$ cat src/rtl/trng_sampler.sv
// trng_sampler: consumer side of the ring-oscillator entropy source.
// Owns the ring halt control, synchronises and XOR-combines the raw ring
// outputs, decimates them, applies von Neumann debiasing and packs the
// surviving bits into words offered on a valid/ready interface.
//
// Optional build macro: TRNG_HEALTH_TEST_EN adds a repetition-count health
// test on the decimated raw stream; without it health_fail is tied low.
//
// state   | meaning
// --------+---------------------------------------------------------------
// IDLE    | rings halted, waiting for en
// WARMUP  | rings running, settling for WARMUP_CYCLES clocks
// COLLECT | sampling every SAMPLE_DIV clocks, debiasing, packing bits
// HOLD    | full word offered; rings keep running, no sampling
module trng_sampler #(
    parameter int NUM_RO        = 4,
    parameter int WORD_WIDTH    = 32,
    parameter int SAMPLE_DIV    = 16,
    parameter int WARMUP_CYCLES = 256,
    parameter int REP_LIMIT     = 32
) (
    input  logic                  clk,
    input  logic                  rst,
    input  logic                  en,
    input  logic [NUM_RO-1:0]     ro_bits,
    output logic                  ro_halt,
    output logic [WORD_WIDTH-1:0] word,
    output logic                  word_valid,
    input  logic                  word_ready,
    output logic                  busy,
    output logic                  health_fail
);

    localparam int SDIV_W = $clog2(SAMPLE_DIV);
    localparam int WARM_W = (WARMUP_CYCLES > 1) ? $clog2(WARMUP_CYCLES) : 1;
    localparam int BIT_W  = $clog2(WORD_WIDTH);
    localparam int RUN_W  = $clog2(REP_LIMIT + 1);

    typedef enum logic [1:0] {
        S_IDLE    = 2'd0,
        S_WARMUP  = 2'd1,
        S_COLLECT = 2'd2,
        S_HOLD    = 2'd3
    } state_t;

    state_t                r_state;
    state_t                w_state_next;
    logic [NUM_RO-1:0]     r_sync1;
    logic [NUM_RO-1:0]     r_sync2;
    logic [WARM_W-1:0]     r_warm_cnt;
    logic [SDIV_W-1:0]     r_samp_cnt;
    logic [BIT_W-1:0]      r_bit_cnt;
    logic                  r_pend_vld;
    logic                  r_pend_bit;
    logic [WORD_WIDTH-1:0] r_word;
    logic                  r_word_valid;
    logic                  r_ro_halt;
    logic                  r_busy;
    logic                  r_health_fail;

    logic w_raw;
    logic w_strobe;
    logic w_emit;
    logic w_word_done;
    logic w_handshake;
    logic w_health_trip;
    logic w_ro_halt_next;
    logic w_busy_next;

    assign w_raw       = ^r_sync2;
    assign w_strobe    = (r_state == S_COLLECT) && (r_samp_cnt == SDIV_W'(SAMPLE_DIV - 1));
    assign w_emit      = w_strobe && r_pend_vld && (r_pend_bit != w_raw);
    assign w_word_done = w_emit && (r_bit_cnt == BIT_W'(WORD_WIDTH - 1));
    assign w_handshake = r_word_valid && word_ready;

`ifdef TRNG_HEALTH_TEST_EN
    logic [RUN_W-1:0] r_run_cnt;
    logic             r_last_raw;
    logic [RUN_W-1:0] w_run_next;

    // Length of the current run of identical decimated samples, counting this strobe
    always_comb begin
        w_run_next = RUN_W'(1);
        if ((r_run_cnt != '0) && (w_raw == r_last_raw)) begin
            w_run_next = r_run_cnt + RUN_W'(1);
        end
    end

    assign w_health_trip = w_strobe && (w_run_next == RUN_W'(REP_LIMIT));

    // Run tracker persists across HOLD so a stuck source cannot hide behind word boundaries
    always_ff @(posedge clk) begin
        if (rst) begin
            r_run_cnt  <= '0;
            r_last_raw <= 1'b0;
        end else if (r_state == S_IDLE) begin
            r_run_cnt  <= '0;
        end else if (w_strobe) begin
            r_run_cnt  <= w_run_next;
            r_last_raw <= w_raw;
        end
    end
`else
    assign w_health_trip = 1'b0;
`endif

    // State register plus registered FSM-decoded outputs
    always_ff @(posedge clk) begin
        if (rst) begin
            r_state   <= S_IDLE;
            r_ro_halt <= 1'b1;
            r_busy    <= 1'b0;
        end else begin
            r_state   <= w_state_next;
            r_ro_halt <= w_ro_halt_next;
            r_busy    <= w_busy_next;
        end
    end

    // Next-state decode; a tripped health test wins over everything else in COLLECT
    always_comb begin
        w_state_next = r_state;
        case (r_state)
            S_IDLE: begin
                if (en && !r_health_fail) w_state_next = S_WARMUP;
            end
            S_WARMUP: begin
                if (!en)                    w_state_next = S_IDLE;
                else if (r_warm_cnt == '0)  w_state_next = S_COLLECT;
            end
            S_COLLECT: begin
                if (!en || w_health_trip)   w_state_next = S_IDLE;
                else if (w_word_done)       w_state_next = S_HOLD;
            end
            S_HOLD: begin
                if (w_handshake)            w_state_next = en ? S_COLLECT : S_IDLE;
            end
            default:                        w_state_next = S_IDLE;
        endcase
    end

    // Output decode from the next state so the registered outputs line up with the state
    always_comb begin
        w_ro_halt_next = (w_state_next == S_IDLE);
        w_busy_next    = (w_state_next != S_IDLE);
    end

    // Synchronisers, warm-up timer, decimation, debiasing and word packing
    always_ff @(posedge clk) begin
        if (rst) begin
            r_sync1       <= '0;
            r_sync2       <= '0;
            r_warm_cnt    <= '0;
            r_samp_cnt    <= '0;
            r_bit_cnt     <= '0;
            r_pend_vld    <= 1'b0;
            r_pend_bit    <= 1'b0;
            r_word        <= '0;
            r_word_valid  <= 1'b0;
            r_health_fail <= 1'b0;
        end else begin
            r_sync1 <= ro_bits;
            r_sync2 <= r_sync1;

            if (r_state != S_WARMUP) begin
                r_warm_cnt <= WARM_W'(WARMUP_CYCLES - 1);
            end else if (r_warm_cnt != '0) begin
                r_warm_cnt <= r_warm_cnt - WARM_W'(1);
            end

            if (r_state != S_COLLECT) begin
                r_samp_cnt <= '0;
                r_bit_cnt  <= '0;
                r_pend_vld <= 1'b0;
            end else begin
                r_samp_cnt <= w_strobe ? '0 : r_samp_cnt + SDIV_W'(1);
                if (w_strobe) begin
                    if (r_pend_vld) begin
                        r_pend_vld <= 1'b0;
                        if (w_emit) r_bit_cnt <= r_bit_cnt + BIT_W'(1);
                    end else begin
                        r_pend_vld <= 1'b1;
                        r_pend_bit <= w_raw;
                    end
                end
            end

            if ((r_state == S_COLLECT) && (w_state_next == S_IDLE)) begin
                r_word <= '0;
            end else if (w_emit) begin
                r_word <= {r_word[WORD_WIDTH-2:0], r_pend_bit};
            end

            if ((r_state == S_COLLECT) && (w_state_next == S_HOLD)) begin
                r_word_valid <= 1'b1;
            end else if (w_handshake) begin
                r_word_valid <= 1'b0;
            end

            if (w_health_trip) r_health_fail <= 1'b1;
        end
    end

    assign ro_halt     = r_ro_halt;
    assign word        = r_word;
    assign word_valid  = r_word_valid;
    assign busy        = r_busy;
    assign health_fail = r_health_fail;

endmodule

$ cat config.mk
export PLATFORM = sky130hd
export DESIGN_NAME = trng_sampler
export DESIGN_NICKNAME = d
export VERILOG_FILES = /design/src/rtl/trng_sampler.sv
export SDC_FILE = /design/constraint.sdc
export NUM_CORES = 1
export LEC_CHECK = 0
export CAP_MARGIN = 10
export CORE_MARGIN = 2
export CORE_UTILIZATION = 54
export CTS_BUF_LIST = sky130_fd_sc_hd__clkbuf_4 sky130_fd_sc_hd__clkbuf_8
export CTS_CLUSTER_SIZE = 40
export DETAILED_ROUTE_END_ITERATION = 12
export HOLD_SLACK_MARGIN = 0.12
export PLACE_DENSITY = 0.81
export SYNTH_ARGS = -nofsm -noshare
export SYNTH_HDL_FRONTEND = slang
export SYNTH_SLANG_ARGS = --single-unit
$ cat constraint.sdc
create_clock -name clk -period 2.2 [get_ports clk]
set_input_delay 0.44 -clock clk [delete_from_list [all_inputs] [get_ports clk]]
set_output_delay 0.44 -clock clk [all_outputs]
set_load 0.01 [all_outputs]
==> results of run 1 <==
## per-stage QoR
stage | hold WS (ps) | setup WS (ps)
global route | 465 | 35.8
global placement | 417 | 286
floorplan | 414 | 308
CTS | 439 | 164
detailed placement | 423 | 183
finish | 436 | 179
## area by class of cell
class / count / area, sq um / area share
clock buffers: 10 / 131 / 0.0398
clock inverters: 6 / 108 / 0.0326
inverters: 8 / 30.0 / 0.00909
multi-input cells: 166 / 1200 / 0.362
flip-flops and latches: 64 / 1280 / 0.388
well taps: 54 / 67.6 / 0.0204
repair buffers: 48 / 490 / 0.148
## Yosys cell counts (2+ instances only)
cell type | number | area, sq um
nand3_1 | 6 | 30.0
or4_1 | 2 | 15.0
o21ai_0 | 7 | 35.0
nand2_1 | 34 | 128
o21a_1 | 2 | 15.0
inv_1 | 8 | 30.0
xnor2_1 | 5 | 43.8
buf_4 | 4 | 30.0
ha_1 | 4 | 50.1
a31oi_1 | 6 | 37.5
clkbuf_1 | 7 | 26.3
a311oi_1 | 2 | 17.5
mux2i_1 | 32 | 320
nor3_1 | 4 | 20.0
nand2b_1 | 3 | 18.8
nor2b_1 | 13 | 81.3
a21oi_1 | 10 | 50.1
o31ai_1 | 4 | 30.0
and3_1 | 3 | 18.8
dfxtp_1 | 64 | 1280
nor2_1 | 6 | 22.5
## cells by family after synthesis
family	share of synthesized area
and+or+nand+nor	0.159
muxes	0.131
buffers and inverters	0.0395
adders and majority gates	0.0195
other	0.00146
AOI/OAI and AO/OA	0.106
xor gates and xnor gates	0.0448
DFF	0.499
## where the power goes
part           switching, W  internal [W]
combinational     0.0000703     0.0000698
sequential        0.0000184       0.00118
clock              0.000439      0.000761
total              0.000528       0.00201
## layout by cell type, fill, tap and decap left out, types with 2 or more instances in the layout
master and instances:
a21oi_1 9, a21oi_2 2, a311oi_1 2, a31oi_1 6, and3_1 3, buf_12 2
buf_4 4, bufinv_16 3, clkbuf_8 9, clkdlybuf4s50_1 42, clkinv_2 2, dfxtp_1 64
ha_1 4, inv_1 8, mux2i_1 32, nand2_1 34, nand2b_1 3, nand3_1 6
nor2_1 5, nor2b_1 13, nor3_1 4, o21a_1 2, o21ai_0 7, o31ai_1 4
or4_1 2, xnor2_1 5
## per-layer routing
| metal | share of wire | GRT usage |
|---|---|---|
| met4 | 0.023 | 0.0988 |
| met5 | 0 | 0 |
| met1 | 0.45 | 0.221 |
| met3 | 0.052 | 0.0801 |
| met2 | 0.48 | 0.312 |
## flip-flops by register name, indices dropped and copies added (netlist names), 2 cells and up
register    count
word           32
r_warm_cnt      8
r_bit_cnt       5
r_samp_cnt      4
r_sync1         4
r_sync2         4
r_state         2
## worst max-delay path: stages, from the launching register on
cell and delay (ps):
dfxtp_1 370, ha_1 220, and3_1 250, nand3_1 350
or4_1 600, a21oi_1 160
## worst paths after layout
| path | from | to | slack [ps] |
|---|---|---|---|
| worst max-delay path | r_samp_cnt[0] | r_bit_cnt[3] | 180 |
| worst min-delay path | r_sync1[0] | r_sync2[0] | 440 |
| worst max register to register | r_samp_cnt[0] | r_bit_cnt[3] | 180 |
| worst min register to register | r_sync1[0] | r_sync2[0] | 440 |
==> results.sh, run 1 <==
export IMPL_synth_seq_cells=64
export IMPL_drtIter0Drc=63
export IMPL_ys_flop_type="dfxtp_1"
export IMPL_yosysUniqueCellTypes=46
export IMPL_setup_viol=0
export IMPL_ff2ff_path_depth=5
export IMPL_place_area_sq_um=3070
export IMPL_grt_overflow_total=0
export IMPL_cts_tree="built"
export IMPL_drive_gt1_frac=0.109
export IMPL_post_route_min_period_ps=2020
export IMPL_cts_buffers=9
export IMPL_critPathCaptureType="register"
export IMPL_cp_required_ps=2460
export IMPL_final_cells=356
export IMPL_area_delta_synth_final_pct=28.7
export IMPL_cts_root_buf="clkbuf_8"
export IMPL_detail_route_first_pass_iterations=4
export IMPL_min_path_cells=1
export IMPL_place_congestion=0.773
export IMPL_grt_max_degree=34
export IMPL_synth_edf_count=0
export IMPL_postSynthAreaPerCell_sq_um=10.2
export IMPL_htreeDepth=3
export IMPL_die_h_microns=73.0
export IMPL_core_sq_um=4660
export IMPL_design_area_sq_um=3300
export IMPL_cap_viol_max_count=0
export IMPL_final_hold_viol_count=0
export IMPL_final_util=0.709
export IMPL_max_freq_ghz=0.495
export IMPL_grt_total_usage=0.194
export IMPL_hold_buffers=0
export IMPL_grt_pass1_wl_microns=7700
export IMPL_cp_max_fo=11
export IMPL_io_pins=44
export IMPL_fin_nets=309
export IMPL_min_path_type="reg -> reg"
export IMPL_vdd_drop_max_mv=0.611
export IMPL_syn_num_nets=263
export IMPL_wire_per_inst_microns=12.8
export IMPL_p_per_area_nw_per_um2=769
export IMPL_antenna_diode_count=0
export IMPL_core_rowCount=25
export IMPL_nFillCells=377
export IMPL_io_buffer_count=42
export IMPL_cts_sinks=64
export IMPL_synth_area_sq_um=2570
export IMPL_path_clk_slew_ps=70
export IMPL_vias=1904
export IMPL_grt_pass1_vias=1783
export IMPL_drt_wl_total_microns=4560
export IMPL_crit_type="reg -> reg"
export IMPL_antenna_found_initial=0
export IMPL_clock_latency_ps=340
export IMPL_leakagePower_nw=1.19
export IMPL_synthCells=251
export IMPL_drtAntennaViolNets=0
export IMPL_clk_path_buf_depth=2
export IMPL_die_area_sq_um=5320
export IMPL_skew_ps=7.25
export IMPL_cts_setup_buffers=0
export IMPL_fin_setup_tns_ps=0
export IMPL_slew_violations=0
export IMPL_status="finished, final reports clean"
export IMPL_dp_final_hpwl_microns=3160
export IMPL_viasPerCell=5.35
export IMPL_place_inst=340
export IMPL_crit_arrival_ps=2280
export IMPL_worstSetupStartpointType="register"
export IMPL_finalCritPeriodShare=0.919
export IMPL_cts_resized=0
export IMPL_ys_seq_area_frac=0.499
export IMPL_p_total_w=0.00254
export IMPL_rsz0062_at_grt="false"
export IMPL_route_detailed_drc=0
export IMPL_yosysWarnings=0
export IMPL_die_w_microns=73.0
export IMPL_initial_core_util=0.551
export IMPL_async_reset_ff_frac=0
No activity file was read; power rests on OpenSTA's default activity.
==> inputs of run 2 (changes only) <==
--- a/config.mk
+++ b/config.mk
@@ -13,6 +13,8 @@
 export DETAILED_ROUTE_END_ITERATION = 12
 export HOLD_SLACK_MARGIN = 0.12
 export PLACE_DENSITY = 0.81
+export REMOVE_ABC_BUFFERS = 1
 export SYNTH_ARGS = -nofsm -noshare
 export SYNTH_HDL_FRONTEND = slang
 export SYNTH_SLANG_ARGS = --single-unit
+export TNS_END_PERCENT = 10
==> results.sh, run 2 (synthesis results as in run 1) <==
export IMPL_wire_per_inst_microns=12.5
export IMPL_rsz0062_at_grt="false"
export IMPL_status="finished, final reports clean"
export IMPL_grt_max_degree=34
export IMPL_die_area_sq_um=5320
export IMPL_cts_buffers=9
export IMPL_fin_nets=310
export IMPL_grt_overflow_total=0
export IMPL_path_cells="ha_1 > and3_1 > nand3_1 > or4_1 > a21oi_1"
export IMPL_crit_type="reg -> reg"
export IMPL_core_rowCount=25
export IMPL_cp_required_ps=2460
export IMPL_met1Wirelength_microns=2110
export IMPL_place_congestion=0.891
export IMPL_initial_core_util=0.551
export IMPL_die_w_microns=73.0
export IMPL_crit_arrival_ps=2260
export IMPL_min_path_type="reg -> reg"
export IMPL_grt_pass1_vias=1803
export IMPL_leakagePower_nw=1.17
export IMPL_htreeDepth=3
export IMPL_antenna_found_initial=0
export IMPL_detail_route_first_pass_iterations=6
export IMPL_io_buffer_count=42
export IMPL_wl_met2_microns=2140
export IMPL_viasPerCell=5.23
export IMPL_cts_resized=0
export IMPL_p_per_area_nw_per_um2=717
export IMPL_max_stage_delay_ps=600
export IMPL_wl_met3_microns=198
export IMPL_final_common_cell="dfxtp_1"
export IMPL_final_util=0.704
export IMPL_hold_buffers=0
export IMPL_core_sq_um=4660
export IMPL_skew_ps=7.13
export IMPL_p_total_w=0.00235
export IMPL_critPathCaptureType="register"
export IMPL_cp_max_fo=11
export IMPL_drt_wl_total_microns=4480
export IMPL_clk_path_buf_depth=2
export IMPL_vdd_drop_max_mv=0.476
export IMPL_setup_viol=0
export IMPL_crit_slowest_cell="or4_1"
export IMPL_cts_tree="built"
export IMPL_cts_sinks=64
export IMPL_dp_final_hpwl_microns=3200
export IMPL_highest_layer="met4"
export IMPL_drtIter0Drc=137
export IMPL_antenna_diode_count=0
export IMPL_crit_buf_inv=0
export IMPL_slew_violations=0
export IMPL_cap_viol_max_count=0
export IMPL_largest_reg_flops=32
export IMPL_route_detailed_drc=0
export IMPL_final_cell_mix="dfxtp_1 (64), clkdlybuf4s50_1 (42), nand2_1 (34)"
export IMPL_crit_family="simple AND/OR/NAND/NOR gates"
export IMPL_clock_latency_ps=340
export IMPL_worstSetupStartpointType="register"
export IMPL_io_pins=44
export IMPL_post_route_min_period_ps=2000
export IMPL_drive_gt1_frac=0.112
export IMPL_cts_setup_buffers=0
export IMPL_final_hold_viol_count=0
export IMPL_drtAntennaViolNets=0
export IMPL_cts_root_buf="clkbuf_8"
export IMPL_die_h_microns=73.0
export IMPL_max_freq_ghz=0.500
export IMPL_grt_total_usage=0.187
export IMPL_grt_pass1_wl_microns=7680
export IMPL_path_clk_slew_ps=70
export IMPL_vias=1866
export IMPL_area_delta_synth_final_pct=27.7
export IMPL_finalCritPeriodShare=0.909
run 2: layout make-up:
type	instances	area [sq um]
inverters	8	30.0
repair buffers	49	498
fillers	369	1380
flip-flops and latches	64	1280
well taps	54	67.6
clock buffers	10	138
clock inverters	6	68.8
multi-input cells	166	1200
run 2: routing by layer:
layer,global-route usage,up-vias
met4,0.0617,0
met3,0.0594,2
li1,-,969
met5,0,-
met2,0.312,44
met1,0.229,851
run 2: worst reg2reg max path: stages, from the launching register on:
cell and delay, ps:
dfxtp_1 380, ha_1 230, and3_1 250, nand3_1 330
or4_1 600, a21oi_1 150
run 2: path summary, 6_finish.rpt:
path                       from            to  slack, ps  cells after the start
setup / recovery  r_samp_cnt[0]  r_bit_cnt[3]        200                      5
hold / removal       r_sync1[2]    r_sync2[2]        440                      1
setup reg to reg  r_samp_cnt[0]  r_bit_cnt[3]        200                      5
hold reg to reg      r_sync1[2]    r_sync2[2]        440                      1
run 2: metrics by stage:
stage               cell area [sq um]  worst slack [ps]  hold WS, ps  setup TNS (ps)  instances
finish                           3280               200          436               0        357
global route                     3280              66.5          461               0        357
CTS                              3280               206          439               0        357
detailed placement               3070               215          423               0        341
global placement                 3070               317          419               0        341
floorplan                        2500             -1100          414          -34130        238
run 2: report_power, final:
group	switching [W]	internal (W)	total (W)
clock network	0.000454	0.000555	0.00101
registers	0.0000184	0.00118	0.00120
logic	0.0000727	0.0000702	0.000143
==> inputs of run 3 (changes only) <==
--- a/config.mk
+++ b/config.mk
@@ -7,12 +7,11 @@
 export LEC_CHECK = 0
 export CAP_MARGIN = 10
 export CORE_MARGIN = 2
-export CORE_UTILIZATION = 54
+export CORE_UTILIZATION = 36
 export CTS_BUF_LIST = sky130_fd_sc_hd__clkbuf_4 sky130_fd_sc_hd__clkbuf_8
 export CTS_CLUSTER_SIZE = 40
 export DETAILED_ROUTE_END_ITERATION = 12
 export HOLD_SLACK_MARGIN = 0.12
-export PLACE_DENSITY = 0.81
 export REMOVE_ABC_BUFFERS = 1
 export SYNTH_ARGS = -nofsm -noshare
 export SYNTH_HDL_FRONTEND = slang
==> results.sh, run 3 (synthesis results as in run 1) <==
export IMPL_clock_power_share=0.433
export IMPL_crit_slowest_cell="or4_1"
export IMPL_crit_family="simple AND/OR/NAND/NOR gates"
export IMPL_skew_ps=5.02
export IMPL_ff2ff_path_depth=5
export IMPL_core_sq_um=6830
export IMPL_rsz0062_at_grt="false"
export IMPL_dp_final_hpwl_microns=3260
export IMPL_design_area_sq_um=3320
export IMPL_fin_setup_tns_ps=0
export IMPL_seqCellArea_sq_um=1280
export IMPL_die_area_sq_um=7820
export IMPL_clock_latency_ps=340
export IMPL_max_freq_ghz=0.498
export IMPL_crit_arrival_ps=2270
export IMPL_setup_ws_ps=192
export IMPL_path_cells="ha_1 > and3_1 > nand3_1 > or4_1 > a21oi_1"
export IMPL_io_pins=44
export IMPL_min_path_type="reg -> reg"
export IMPL_drtIter0Drc=42
export IMPL_finalCritPeriodShare=0.913
export IMPL_wire_per_inst_microns=11.8
export IMPL_viasPerCell=4.69
export IMPL_crit_type="reg -> reg"
export IMPL_grt_max_degree=34
export IMPL_cts_resized=0
export IMPL_startpoint="r_samp_cnt[0]"
export IMPL_p_per_area_nw_per_um2=712
export IMPL_critPathCaptureType="register"
export IMPL_fin_nets=309
export IMPL_initial_core_util=0.376
export IMPL_crit_buf_inv=0
export IMPL_final_cell_mix="dfxtp_1 (64), clkdlybuf4s50_1 (42), nand2_1 (34)"
export IMPL_leakagePower_nw=1.17
export IMPL_detail_route_first_pass_iterations=4
export IMPL_intPower_w=0.00181
export IMPL_dp_slack_ps=205
export IMPL_cts_buffers=9
export IMPL_htreeDepth=3
export IMPL_min_path_cells=1
export IMPL_grt_pass1_vias=1722
export IMPL_worstSetupPathDepth=5
export IMPL_sequentialPowerShare=0.508
export IMPL_grt_overflow_total=0
export IMPL_drtAntennaViolNets=0
export IMPL_cts_tree="built"
export IMPL_route_detailed_drc=0
export IMPL_path_clk_slew_ps=70
export IMPL_antenna_diode_count=0
export IMPL_cap_viol_max_count=0
export IMPL_place_congestion=0.773
export IMPL_final_util=0.486
export IMPL_slew_violations=0
export IMPL_vias=1865
export IMPL_nFillCells=662
export IMPL_cp_required_ps=2460
export IMPL_grt_pass1_wl_microns=7740
export IMPL_post_route_min_period_ps=2010
export IMPL_max_stage_delay_ps=600
export IMPL_r2r_start="r_samp_cnt[0]"
export IMPL_switching_share=0.235
export IMPL_crit_end="r_bit_cnt[3]"
export IMPL_status="finished, final reports clean"
export IMPL_grt_total_usage=0.129
export IMPL_setup_viol=0
export IMPL_cts_root_buf="clkbuf_8"
export IMPL_drive_gt1_frac=0.109
export IMPL_die_w_microns=88.5
export IMPL_vdd_drop_max_mv=0.579
export IMPL_io_buffer_count=42
export IMPL_cts_sinks=64
export IMPL_antenna_found_initial=0
export IMPL_area_delta_synth_final_pct=29.4
export IMPL_pwr_share_comb=0.059
export IMPL_clk_path_buf_depth=2
export IMPL_worstSetupStartpointType="register"
export IMPL_largest_reg_flops=32
export IMPL_switching_power_w=0.000556
export IMPL_hold_buffers=0
export IMPL_multi_input_area_sq_um=1200
export IMPL_cp_max_fo=11
export IMPL_core_rowCount=30
export IMPL_holdWs_ps=438
export IMPL_die_h_microns=88.5
export IMPL_rrSetupSlack_ps=190
export IMPL_final_hold_viol_count=0
export IMPL_place_area_sq_um=3120
export IMPL_drt_wl_total_microns=4680
export IMPL_r2r_end="r_bit_cnt[3]"
export IMPL_final_common_cell="dfxtp_1"
export IMPL_cts_setup_buffers=0
==> run 3: power by group through the flow <==
stage,Combinational (W),Sequential [W],Clock [W]
6_report,0.000140,0.00120,0.00102
5_1_grt,0.000156,0.00120,0.00112
3_3_place_gp,0.000141,0.00123,0
3_5_place_dp,0.000142,0.00123,0
4_1_cts,0.000143,0.00120,0.00107
2_1_floorplan,0.0000859,0.00122,0
==> run 3: worst min path at each step <==
| stage | start | slack (ps) | to |
|---|---|---|---|
| final | r_sync1[0] | 440 | r_sync2[0] |
| after global routing | r_sync1[2] | 460 | r_sync2[2] |
| after CTS | r_sync1[2] | 440 | r_sync2[2] |
| after detailed placement | r_sync1[2] | 430 | r_sync2[2] |
| after global placement | r_sync1[2] | 420 | r_sync2[2] |
| after floorplan | r_sync1[0] | 410 | r_sync2[0] |
==> run 3: cell type report <==
class	count	area share
Inverter	8	0.00904
Tap cell	96	0.0361
Sequential cell	64	0.386
Timing Repair Buffer	48	0.148
Multi-Input combinational cell	166	0.360
Clock inverter	6	0.0203
Clock buffer	10	0.0414
==> run 3: metrics by stage <==
step           power, W  cells
2_1_floorplan   0.00131    238
3_5_place_dp    0.00137    382
3_3_place_gp    0.00137    382
5_1_grt         0.00248    398
4_1_cts         0.00241    398
6_report        0.00236    398
==> run 3: metal layers <==
metal	vias up	wire, microns	GRT usage
met5	-	0	0
met3	10	277	0.0625
li1	972	-	-
met1	833	2280	0.160
met4	0	70	0.0441
met2	50	2050	0.195
